## src/rtl/pacman_pkg.sv

```systemverilog
// Shared definitions for the Pacman game-mode controller.
// Contents: game_state_t enum, initial lives, score awards and ceiling,
// default frame constants and the frame counter width.
package pacman_pkg;

  typedef enum logic [2:0] {
    ST_PLAY,
    ST_REVERSAL,
    ST_RESPAWN,
    ST_GAME_OVER,
    ST_VICTORY
  } game_state_t;

  localparam logic [1:0] LIVES_INIT = 2'd3;

  localparam int SCORE_DOT   = 1;
  localparam int SCORE_FRUIT = 10;
  localparam int SCORE_GHOST = 20;
  localparam int SCORE_MAX   = 1999;

  localparam int REVERSAL_FRAMES_DEF = 600;
  localparam int RESPAWN_FRAMES_DEF  = 60;
  localparam int MOUTH_FRAMES_DEF    = 8;

  // Wide enough for the longest window (reversal, at most 600 frames).
  localparam int FRAME_CNT_W = 10;

endpackage

```

## src/rtl/pacman_game_ctrl_frame_tick_gen.sv

```systemverilog
// frame_tick_gen: rising-edge detector on the VGA frame strobe feeding a
// modulo-MODULO frame counter.
// Ports:
//   clk, rst   clock and synchronous active-high reset
//   frame_clk  frame strobe level (same clock domain)
//   clr        synchronous clear, wins over counting
//   en         count frame ticks only while high
//   count      frames counted so far in the current window
//   wrap       high in the tick cycle that completes a window (count returns to 0)
module frame_tick_gen
  import pacman_pkg::*;
#(
  parameter int MODULO = 60,
  parameter int CNT_W  = FRAME_CNT_W
) (
  input  logic             clk,
  input  logic             rst,
  input  logic             frame_clk,
  input  logic             clr,
  input  logic             en,
  output logic [CNT_W-1:0] count,
  output logic             wrap
);

  logic frame_p0;
  logic tick;

  assign tick = frame_clk & ~frame_p0;
  assign wrap = tick & en & ~clr & (count == CNT_W'(MODULO - 1));

  // Stage p0: frame strobe delayed one cycle for edge detection
  always_ff @(posedge clk) begin
    if (rst) frame_p0 <= 1'b0;
    else     frame_p0 <= frame_clk;
  end

  always_ff @(posedge clk) begin
    if (rst || clr)     count <= '0;
    else if (tick && en) count <= wrap ? '0 : count + 1'b1;
  end

endmodule

```

## src/rtl/pacman_game_ctrl.sv

```systemverilog
// pacman_game_ctrl: game-mode controller for the Pacman colour mapper.
// Consumes gameplay event pulses and the frame strobe; owns lives, score,
// the power-pellet reversal window, ghost enables, death/victory screens,
// the mouth animation flag and the respawn pulse to the motion blocks.
// Ports:
//   Clk, Reset                      clock, synchronous active-high reset
//   frame_clk                       VGA vsync level (Clk domain)
//   start                           restart pulse (GAME_OVER / VICTORY only)
//   dot_eaten, fruit_eaten          event pulses
//   ghost_hit[2:0]                  collision pulses {aqua, green, red}
//   dots_clear                      level, no dots remain
//   death, victory, reversal,
//   closePacman                     mode flags
//   red/green/aqua_enable           ghost visibility/collision enables
//   reversal_counter[9:0]           frames elapsed in the reversal window
//   score[10:0], lives[1:0]         HUD state
//   respawn                         one-cycle re-home pulse
module pacman_game_ctrl
  import pacman_pkg::*;
#(
  parameter int REVERSAL_FRAMES = REVERSAL_FRAMES_DEF,
  parameter int RESPAWN_FRAMES  = RESPAWN_FRAMES_DEF,
  parameter int MOUTH_FRAMES    = MOUTH_FRAMES_DEF
) (
  input  logic        Clk,
  input  logic        Reset,
  input  logic        frame_clk,
  input  logic        start,
  input  logic        dot_eaten,
  input  logic        fruit_eaten,
  input  logic [2:0]  ghost_hit,
  input  logic        dots_clear,
  output logic        death,
  output logic        victory,
  output logic        reversal,
  output logic        closePacman,
  output logic        red_enable,
  output logic        green_enable,
  output logic        aqua_enable,
  output logic [9:0]  reversal_counter,
  output logic [10:0] score,
  output logic [1:0]  lives,
  output logic        respawn
);

  function automatic logic [10:0] sat_score(input logic [10:0] cur, input logic [6:0] add);
    logic [11:0] sum;
    sum = {1'b0, cur} + {5'd0, add};
    return (sum > 12'(SCORE_MAX)) ? 11'(SCORE_MAX) : sum[10:0];
  endfunction

  game_state_t state;

  logic       in_rev, in_game;
  logic [2:0] hit_live;
  logic [1:0] n_hit;
  logic [6:0] award;
  logic       rev_clr, rev_wrap;
  logic       frz_wrap, mouth_wrap;
  logic [FRAME_CNT_W-1:0] unused_frz_count;
  logic [FRAME_CNT_W-1:0] unused_mouth_count;

  assign in_rev   = (state == ST_REVERSAL);
  assign in_game  = (state == ST_PLAY) || in_rev;
  // Only hits on currently enabled ghosts count in a reversal window.
  assign hit_live = ghost_hit & {aqua_enable, green_enable, red_enable};
  assign n_hit    = {1'b0, hit_live[0]} + {1'b0, hit_live[1]} + {1'b0, hit_live[2]};
  assign award    = (dot_eaten   ? 7'(SCORE_DOT)   : 7'd0)
                  + (fruit_eaten ? 7'(SCORE_FRUIT) : 7'd0)
                  + (in_rev ? 7'(SCORE_GHOST) * {5'd0, n_hit} : 7'd0);

  // The reversal counter is held at 0 outside the window, and is restarted by
  // a fruit or abandoned on victory; this keeps reversal_counter 0 elsewhere.
  assign rev_clr = ~in_rev | dots_clear | fruit_eaten;

  frame_tick_gen #(.MODULO(REVERSAL_FRAMES), .CNT_W(FRAME_CNT_W)) u_rev_cnt (
    .clk(Clk), .rst(Reset), .frame_clk(frame_clk), .clr(rev_clr), .en(in_rev),
    .count(reversal_counter), .wrap(rev_wrap)
  );

  frame_tick_gen #(.MODULO(RESPAWN_FRAMES), .CNT_W(FRAME_CNT_W)) u_frz_cnt (
    .clk(Clk), .rst(Reset), .frame_clk(frame_clk), .clr(state != ST_RESPAWN),
    .en(state == ST_RESPAWN), .count(unused_frz_count), .wrap(frz_wrap)
  );

  frame_tick_gen #(.MODULO(MOUTH_FRAMES), .CNT_W(FRAME_CNT_W)) u_mouth_cnt (
    .clk(Clk), .rst(Reset), .frame_clk(frame_clk), .clr(~in_game), .en(in_game),
    .count(unused_mouth_count), .wrap(mouth_wrap)
  );

  // Stage p1: mode/HUD registers, all outputs registered
  always_ff @(posedge Clk) begin
    if (Reset) begin
      state        <= ST_PLAY;
      lives        <= LIVES_INIT;
      score        <= '0;
      death        <= 1'b0;
      victory      <= 1'b0;
      reversal     <= 1'b0;
      closePacman  <= 1'b0;
      respawn      <= 1'b0;
      red_enable   <= 1'b1;
      green_enable <= 1'b1;
      aqua_enable  <= 1'b1;
    end else begin
      respawn <= 1'b0;
      unique case (state)
        ST_PLAY, ST_REVERSAL: begin
          score <= sat_score(score, award);
          if (in_rev) begin
            red_enable   <= red_enable   & ~ghost_hit[0];
            green_enable <= green_enable & ~ghost_hit[1];
            aqua_enable  <= aqua_enable  & ~ghost_hit[2];
          end
          if (mouth_wrap) closePacman <= ~closePacman;

          if (dots_clear) begin
            state       <= ST_VICTORY;
            victory     <= 1'b1;
            reversal    <= 1'b0;
            closePacman <= 1'b0;
          end else if (!in_rev && (ghost_hit != 3'b000)) begin
            closePacman <= 1'b0;
            if (lives == 2'd1) begin
              state <= ST_GAME_OVER;
              lives <= 2'd0;
              death <= 1'b1;
            end else begin
              state   <= ST_RESPAWN;
              lives   <= lives - 2'd1;
              respawn <= 1'b1;
            end
          end else if (fruit_eaten) begin
            state    <= ST_REVERSAL;
            reversal <= 1'b1;
          end else if (rev_wrap) begin
            state        <= ST_PLAY;
            reversal     <= 1'b0;
            red_enable   <= 1'b1;
            green_enable <= 1'b1;
            aqua_enable  <= 1'b1;
          end
        end

        ST_RESPAWN: begin
          closePacman <= 1'b0;
          if (frz_wrap) state <= ST_PLAY;
        end

        default: begin
          // GAME_OVER and VICTORY wait for start, which behaves like Reset
          // plus a respawn pulse.
          closePacman <= 1'b0;
          if (start) begin
            state        <= ST_PLAY;
            lives        <= LIVES_INIT;
            score        <= '0;
            death        <= 1'b0;
            victory      <= 1'b0;
            reversal     <= 1'b0;
            respawn      <= 1'b1;
            red_enable   <= 1'b1;
            green_enable <= 1'b1;
            aqua_enable  <= 1'b1;
          end
        end
      endcase
    end
  end

endmodule

```

## config.mk

```make
export PLATFORM = sky130hd
export DESIGN_NAME = pacman_game_ctrl
export DESIGN_NICKNAME = d
export VERILOG_FILES = /design/src/rtl/pacman_pkg.sv /design/src/rtl/pacman_game_ctrl_frame_tick_gen.sv /design/src/rtl/pacman_game_ctrl.sv
export SDC_FILE = /design/constraint.sdc
export NUM_CORES = 1
export LEC_CHECK = 0
export ABC_AREA = 1
export CAP_MARGIN = 25
export CORE_MARGIN = 10
export CORE_UTILIZATION = 35
export CTS_CLUSTER_SIZE = 30
export DETAILED_ROUTE_END_ITERATION = 8
export GPL_ROUTABILITY_DRIVEN = 0
export RECOVER_POWER = 50
export SETUP_SLACK_MARGIN = 0.02
export SLEW_MARGIN = 15
export SYNTH_ARGS = -nofsm -noshare
export SYNTH_HDL_FRONTEND = slang
export SYNTH_HIERARCHICAL = 1
export SYNTH_SLANG_ARGS = --single-unit
```

## constraint.sdc

```tcl
create_clock -name Clk -period 3.05 [get_ports Clk]
set_input_delay 0.61 -clock Clk [delete_from_list [all_inputs] [get_ports Clk]]
set_output_delay 0.61 -clock Clk [all_outputs]
set_load 0.005 [all_outputs]
```

=== Yosys cells after proc, flatten, opt, wreduce, memory -nomap -nowiden ===
Index checks and enable logic that the tools add are counted.

* Output and inout bits: 31
* Bits in registers: 55
* Word-level logic and storage cells: 147

* Multiplexer cells: 58
* Equality and inequality tests: 15
* Reductions and logical operators: 21
* Bitwise logic cells: 27
* $lt $le $gt $ge: 1
* Add/sub/neg operators: 9
* $mul: 1

{| class="wikitable"
|+ Operator list
! operator !! number
|-
| $mux W1 || 31
|-
| $add A10 B1 Y10 const B || 3
|-
| $mux W10 || 3
|-
| $mux W11 || 2
|-
| $pmux W11 S2 || 1
|-
| $mux W3 || 6
|-
| $pmux W1 S2 || 7
|-
| $and A1 B1 Y1 || 13
|-
| $add A11 B7 Y12 || 1
|-
| $gt A12 B11 Y1 const B || 1
|-
| $not A1 Y1 || 11
|-
| $eq A10 B10 Y1 const B || 1
|-
| $eq A10 B3 Y1 const B || 1
|-
| $eq A10 B6 Y1 const B || 1
|-
| $ne A2 B2 Y1 const B || 5
|-
| $mux W2 || 4
|-
| $reduce_and A4 Y1 || 2
|-
| $add A5 B7 Y7 || 1
|-
| $mux W7 || 1
|-
| $pmux W3 S2 || 1
|-
| $reduce_and A3 Y1 || 2
|-
| $reduce_bool A3 Y1 || 2
|-
| $add A1 B4 Y5 || 1
|-
| $mul A3 B2 Y5 const A || 1
|-
| 23 further kinds || 30
|}

=== Depth between registers and ports, before layout ===
* Word-level depth: 12
* Depth in mapped cells: 22
* Depth with buffers taken out: 22

=== Hierarchy ===
Netlist, hierarchy kept.

{| class="wikitable"
|+ By module, submodules not included
! module !! times used !! cells each !! area each (sq um)
|-
| pacman_game_ctrl || 1 || 273 || 1818.0
|-
| frame_tick_gen at u_mouth_cnt || 1 || 92 || 630.6
|-
| frame_tick_gen at u_rev_cnt || 1 || 96 || 621.8
|-
| frame_tick_gen at u_frz_cnt || 1 || 92 || 615.6
|}

=== Least setup slack after synthesis ===
No wires, ideal clock.

* Kind: input port to flip-flop
* From: input ghost_hit[0]
* To: register score[9]
* Stages: 22
* Slack: -0.087 ns
* Data required time: 2.982 ns
* Library setup time: 0.068 ns
* Arrival: 3.069 ns
* Cells stage by stage: nand2_1 > inv_1 > fa_1 > nand2_1 > inv_1 > ha_1 > ha_1 > xnor2_1 > ha_1 > nand2_1 > inv_2 > nand2_1 > nand2_2 > inv_1 > nand2_1 > nand3_1 > nand2_2 > nor2_2 > nand3_4 > nand3_1 > nand2_1 > a21oi_2

* Cells in the longest elaborated chain, start to end: 10

{| class="wikitable"
|+ Ends and longest elaborated chain
! element !! RTL line !! RTL
|-
| start, declared || pacman_game_ctrl.sv:31 || <nowiki>input logic [2:0] ghost_hit,</nowiki>
|-
| $and A3 B3 Y3 (*) || pacman_game_ctrl.sv:66 || <nowiki>assign hit_live = ghost_hit & {aqua_enable, green_enable, red_enable};</nowiki>
|-
| $add A1 B1 Y2 (*) || pacman_game_ctrl.sv:67 || <nowiki>assign n_hit = {1'b0, hit_live[0]} + {1'b0, hit_live[1]} + {1'b0, hit_live[2]};</nowiki>
|-
| $add A2 B1 Y2 (*) || pacman_game_ctrl.sv:67 ||
|-
| $mul A3 B2 Y5 (*) || pacman_game_ctrl.sv:70 || <nowiki>+ (in_rev ? 7'(SCORE_GHOST) * {5'd0, n_hit} : 7'd0);</nowiki>
|-
| $mux W7 (*) || pacman_game_ctrl.sv:70 ||
|-
| $add A5 B7 Y7 (*) || pacman_game_ctrl.sv:70 ||
|-
| $add A11 B7 Y12 (*) || pacman_game_ctrl.sv:48 || <nowiki>sum = {1'b0, cur} + {5'd0, add};</nowiki>
|-
| $gt A12 B11 Y1 || pacman_game_ctrl.sv:49 || <nowiki>return (sum > 12'(SCORE_MAX)) ? 11'(SCORE_MAX) : sum[10:0];</nowiki>
|-
| $mux W11 (*) || pacman_game_ctrl.sv:49 ||
|-
| $pmux W11 S2 (*) || pacman_game_ctrl.sv:107 || <nowiki>unique case (state)</nowiki>
|-
| end signal, assigned || pacman_game_ctrl.sv:109 || <nowiki>score <= sat_score(score, award);</nowiki>
|-
| end, declared || pacman_game_ctrl.sv:41 || <nowiki>output logic [10:0] score,</nowiki>
|}

Every way passes the cells marked *; elsewhere a longest branch is shown, timed or not.
A chain may end at the register's enable or synchronous reset.

=== Final worst setup path ===
* From: input ghost_hit[1]
* To: register score[6]

Same word-level chain as after synthesis.

==> run metrics <==
Core Footprint=0.01028 sq mm; Max Clk Rate=335.4 MHz; max_cap viols=0; clock tree buffer depth=2; R2R Setup Slk=100 ps; power density over cell area=401.9 mW/mm^2; crit path launch type=input port; antenna violations before repair=0; Critical Path End=score[6]; Top Metal Used=met4; asr flop ratio synth=0%; CTS Hold Bufs=0; post-synthesis net count=579; via count=3610; Data arrival, critical path=3260 ps; TritonCTS clock tree=done; row cnt=37; met2 WL post-DR=4624 um; clock-pin slew on the worst setup and hold paths=80 ps; Horiz. Die Dim=122.6 um; total power draw=1.899 mW; Tot GR Track Use=13.29%; Leak=2.065 nW; placed cell count=742; wire length per cell=12.18 um; Antenna diodes=0; wire length on met3=475 um; clk_lat worst skew=350 ps; wl on met1=4015 um; crit end category=flip-flop; number of synthesized flops with an enable pin=0; Synth top area share=30.96%; IO buf count=40; DR DRC count=0; largest net degree at the start of global routing=17; Worst VDD drop=0.1695 mV; Max FO, Critical Path=5; slew at the pin closest to its max-slew limit=662.8 ps; fin crit period=2981 ps; FF-to-FF path depth=20; nets@finish=650; drt pass-1 iters=7; sequential fraction of the synthesis area=30.96%; Hold Crit Class=flip-flop to flip-flop; Synth area leader=dfxtp_1; Crit path required time=3320 ps; Hold Vio Cnt, Final=0; DRT antenna net count=0; post-DP HPWL=7309 um; CTS root buffer=clkbuf_8; RSZ-0062 raised after global routing=yes; critical path type=input port to flip-flop; first-pass GRT wire length=16460 um; Sink Count=57; vias per inst=4.719; Initial Util=35.87%; DRT iter0 DRCs=177; Layout fillers=1113; clk_skew=18.22 ps; total negative slack=0 ps; Multi-input gate area=0.002296 sq mm; Slew headroom=55.67%; Max Transition Viols Final=0; setup violators final=0; synthesized cell area=0.003686 sq mm; H-tree depth=3; vias in the first global route=3787; Primary FF master, synth=dfxtp_1; gr ovfl total=0; run status=completed; synthesized flop and latch total=57; Mapped Cells=553; Final Cycle Share=97.75%; die area=0.01504 sq mm; # IOs=41; area grow syn2layout=28.21%; Num CTS Buffers=9; Yosys cell types=42; r2r endpoint=score[6]; Synth Warn #=6; crit path from=ghost_hit[1]; final WL=9316 um; layout cells sized above 1=22.58%; Die Y=122.6 um; r2r startpoint=green_enable; Non-Filler Instances=765; top post-synthesis cells by area=dfxtp_1, nand2_1, inv_1; FF/Latch Area=0.001144 sq mm; syn_area_per_cell=6.666 sq um
[through the flow]
step | utilization [%] | setup WS, ps | hold WS (ps) | cell area (sq um)
after floorplan | - | 4.785 | 444.0 | 3769
after global placement | 43.16 | -589.3 | 453.4 | 4436
after detailed placement | 43.16 | -646.2 | 463.8 | 4436
after CTS | 45.40 | 33.84 | 476.2 | 4666
after global routing | 45.98 | -97.15 | 501.1 | 4726
final | 45.98 | 68.63 | 471.7 | 4726
[routing by layer]
layer / GRT usage [%] / vias up
met4: 4.786 / 0
met3: 3.994 / 16
met5: 0 / -
met2: 23.76 / 62
li1: - / 1882
met1: 14.59 / 1650
[cell type report]
cell class / count / share of cell area (%)
clock buffers: 10 / 2.701
clock inverters: 6 / 1.430
inverters: 91 / 7.228
multi-input cells: 400 / 48.58
flip-flops and latches: 57 / 24.20
well taps: 136 / 3.601
repair buffers: 65 / 12.26
[cell families (layout without fill, tap and decap cells)]
family | count (synthesis) | count (layout) | synth area share, %
xor gates and xnor gates | 8 | 8 | 1.901
and+or+nand+nor | 322 | 323 | 41.96
adders and majority gates | 16 | 16 | 5.839
AOI/OAI and AO/OA | 53 | 53 | 8.826
buffers and inverters | 97 | 172 | 10.52
DFF | 57 | 57 | 30.96
[report_power, final]
part | internal, mW | total (mW) | switching [mW]
Clock | 0.380 | 0.717 | 0.337
Combinational | 0.166 | 0.374 | 0.208
Sequential | 0.776 | 0.808 | 0.0325
Total | 1.32 | 1.90 | 0.578
[synth_stat cells, types with 3 or more instances]
cell and count:
nand2_1 148, inv_1 84, nor2_1 68, dfxtp_1 57
nand3_1 40, a21oi_1 23, ha_1 14, nand2_2 12
nand3_2 10, nor2_2 10, nor2_4 10, nand4_1 8
o21ai_1 8, inv_2 7, a21oi_2 5, nand3b_1 5
o21ai_0 4, xnor2_1 4, xor2_1 4, buf_6 3
[worst min path at each step]
stage	startpoint	end	slack, ps	cells past startpoint
global placement	death	death	450	2
floorplan	state[0]	state[0]	440	2
global route	state[0]	state[0]	500	2
finish	state[0]	state[0]	470	2
CTS	state[0]	state[0]	480	2
detailed placement	state[0]	state[0]	460	2
[critical path, stage by stage]
cell and delay (ps):
buf_6 90, nand2_2 60, inv_2 40, fa_2 370, nand2_2 80, inv_2 40
ha_4 160, ha_4 150, xnor2_2 120, ha_1 360, nand2_2 130, inv_2 40
a21oi_2 140, nand2_1 100, nand3_2 80, nand2_2 80, nor2_4 170, nand3_4 140
nand3_2 110, nand2_2 50, a21oi_2 130
[sequential cells by signal, indices dropped and copies added (netlist names), 2 cells and up]
register / count
score: 11
u_frz_cnt/count: 10
u_mouth_cnt/count: 10
u_rev_cnt/count: 10
state: 3
lives: 2
[cells in the final DEF, fill, tap and decap left out, drive strengths merged]
master and count:
nand3b 5, a21boi 1, a21o 2, a211oi 1, nand2 161, xnor2 4, o211ai 2, clkdlybuf4s50 35
clkinvlp 2, buf 26, nor4 1, and3 1, ha 14, a41oi 1, o21bai 2, nor2 88
clkbuf 12, a2111oi 1, nor3 3, or2 2, o31ai 1, nand3 53, o21ai 14, dfxtp 57
clkinv 2, or3 1, xor2 4, nand4 8, inv 92, bufinv 1, dlygate4sd3 2, fa 2
a21oi 28
[repair_timing]
item / in CTS / in global routing
setup endpoints to repair: 11 / 11
cloned: 1 / 0
setup buffers: 2 / 4
gates resized for setup: 15 / 15
pin swaps: 16 / 23
Power figures use the tool's default switching activity.
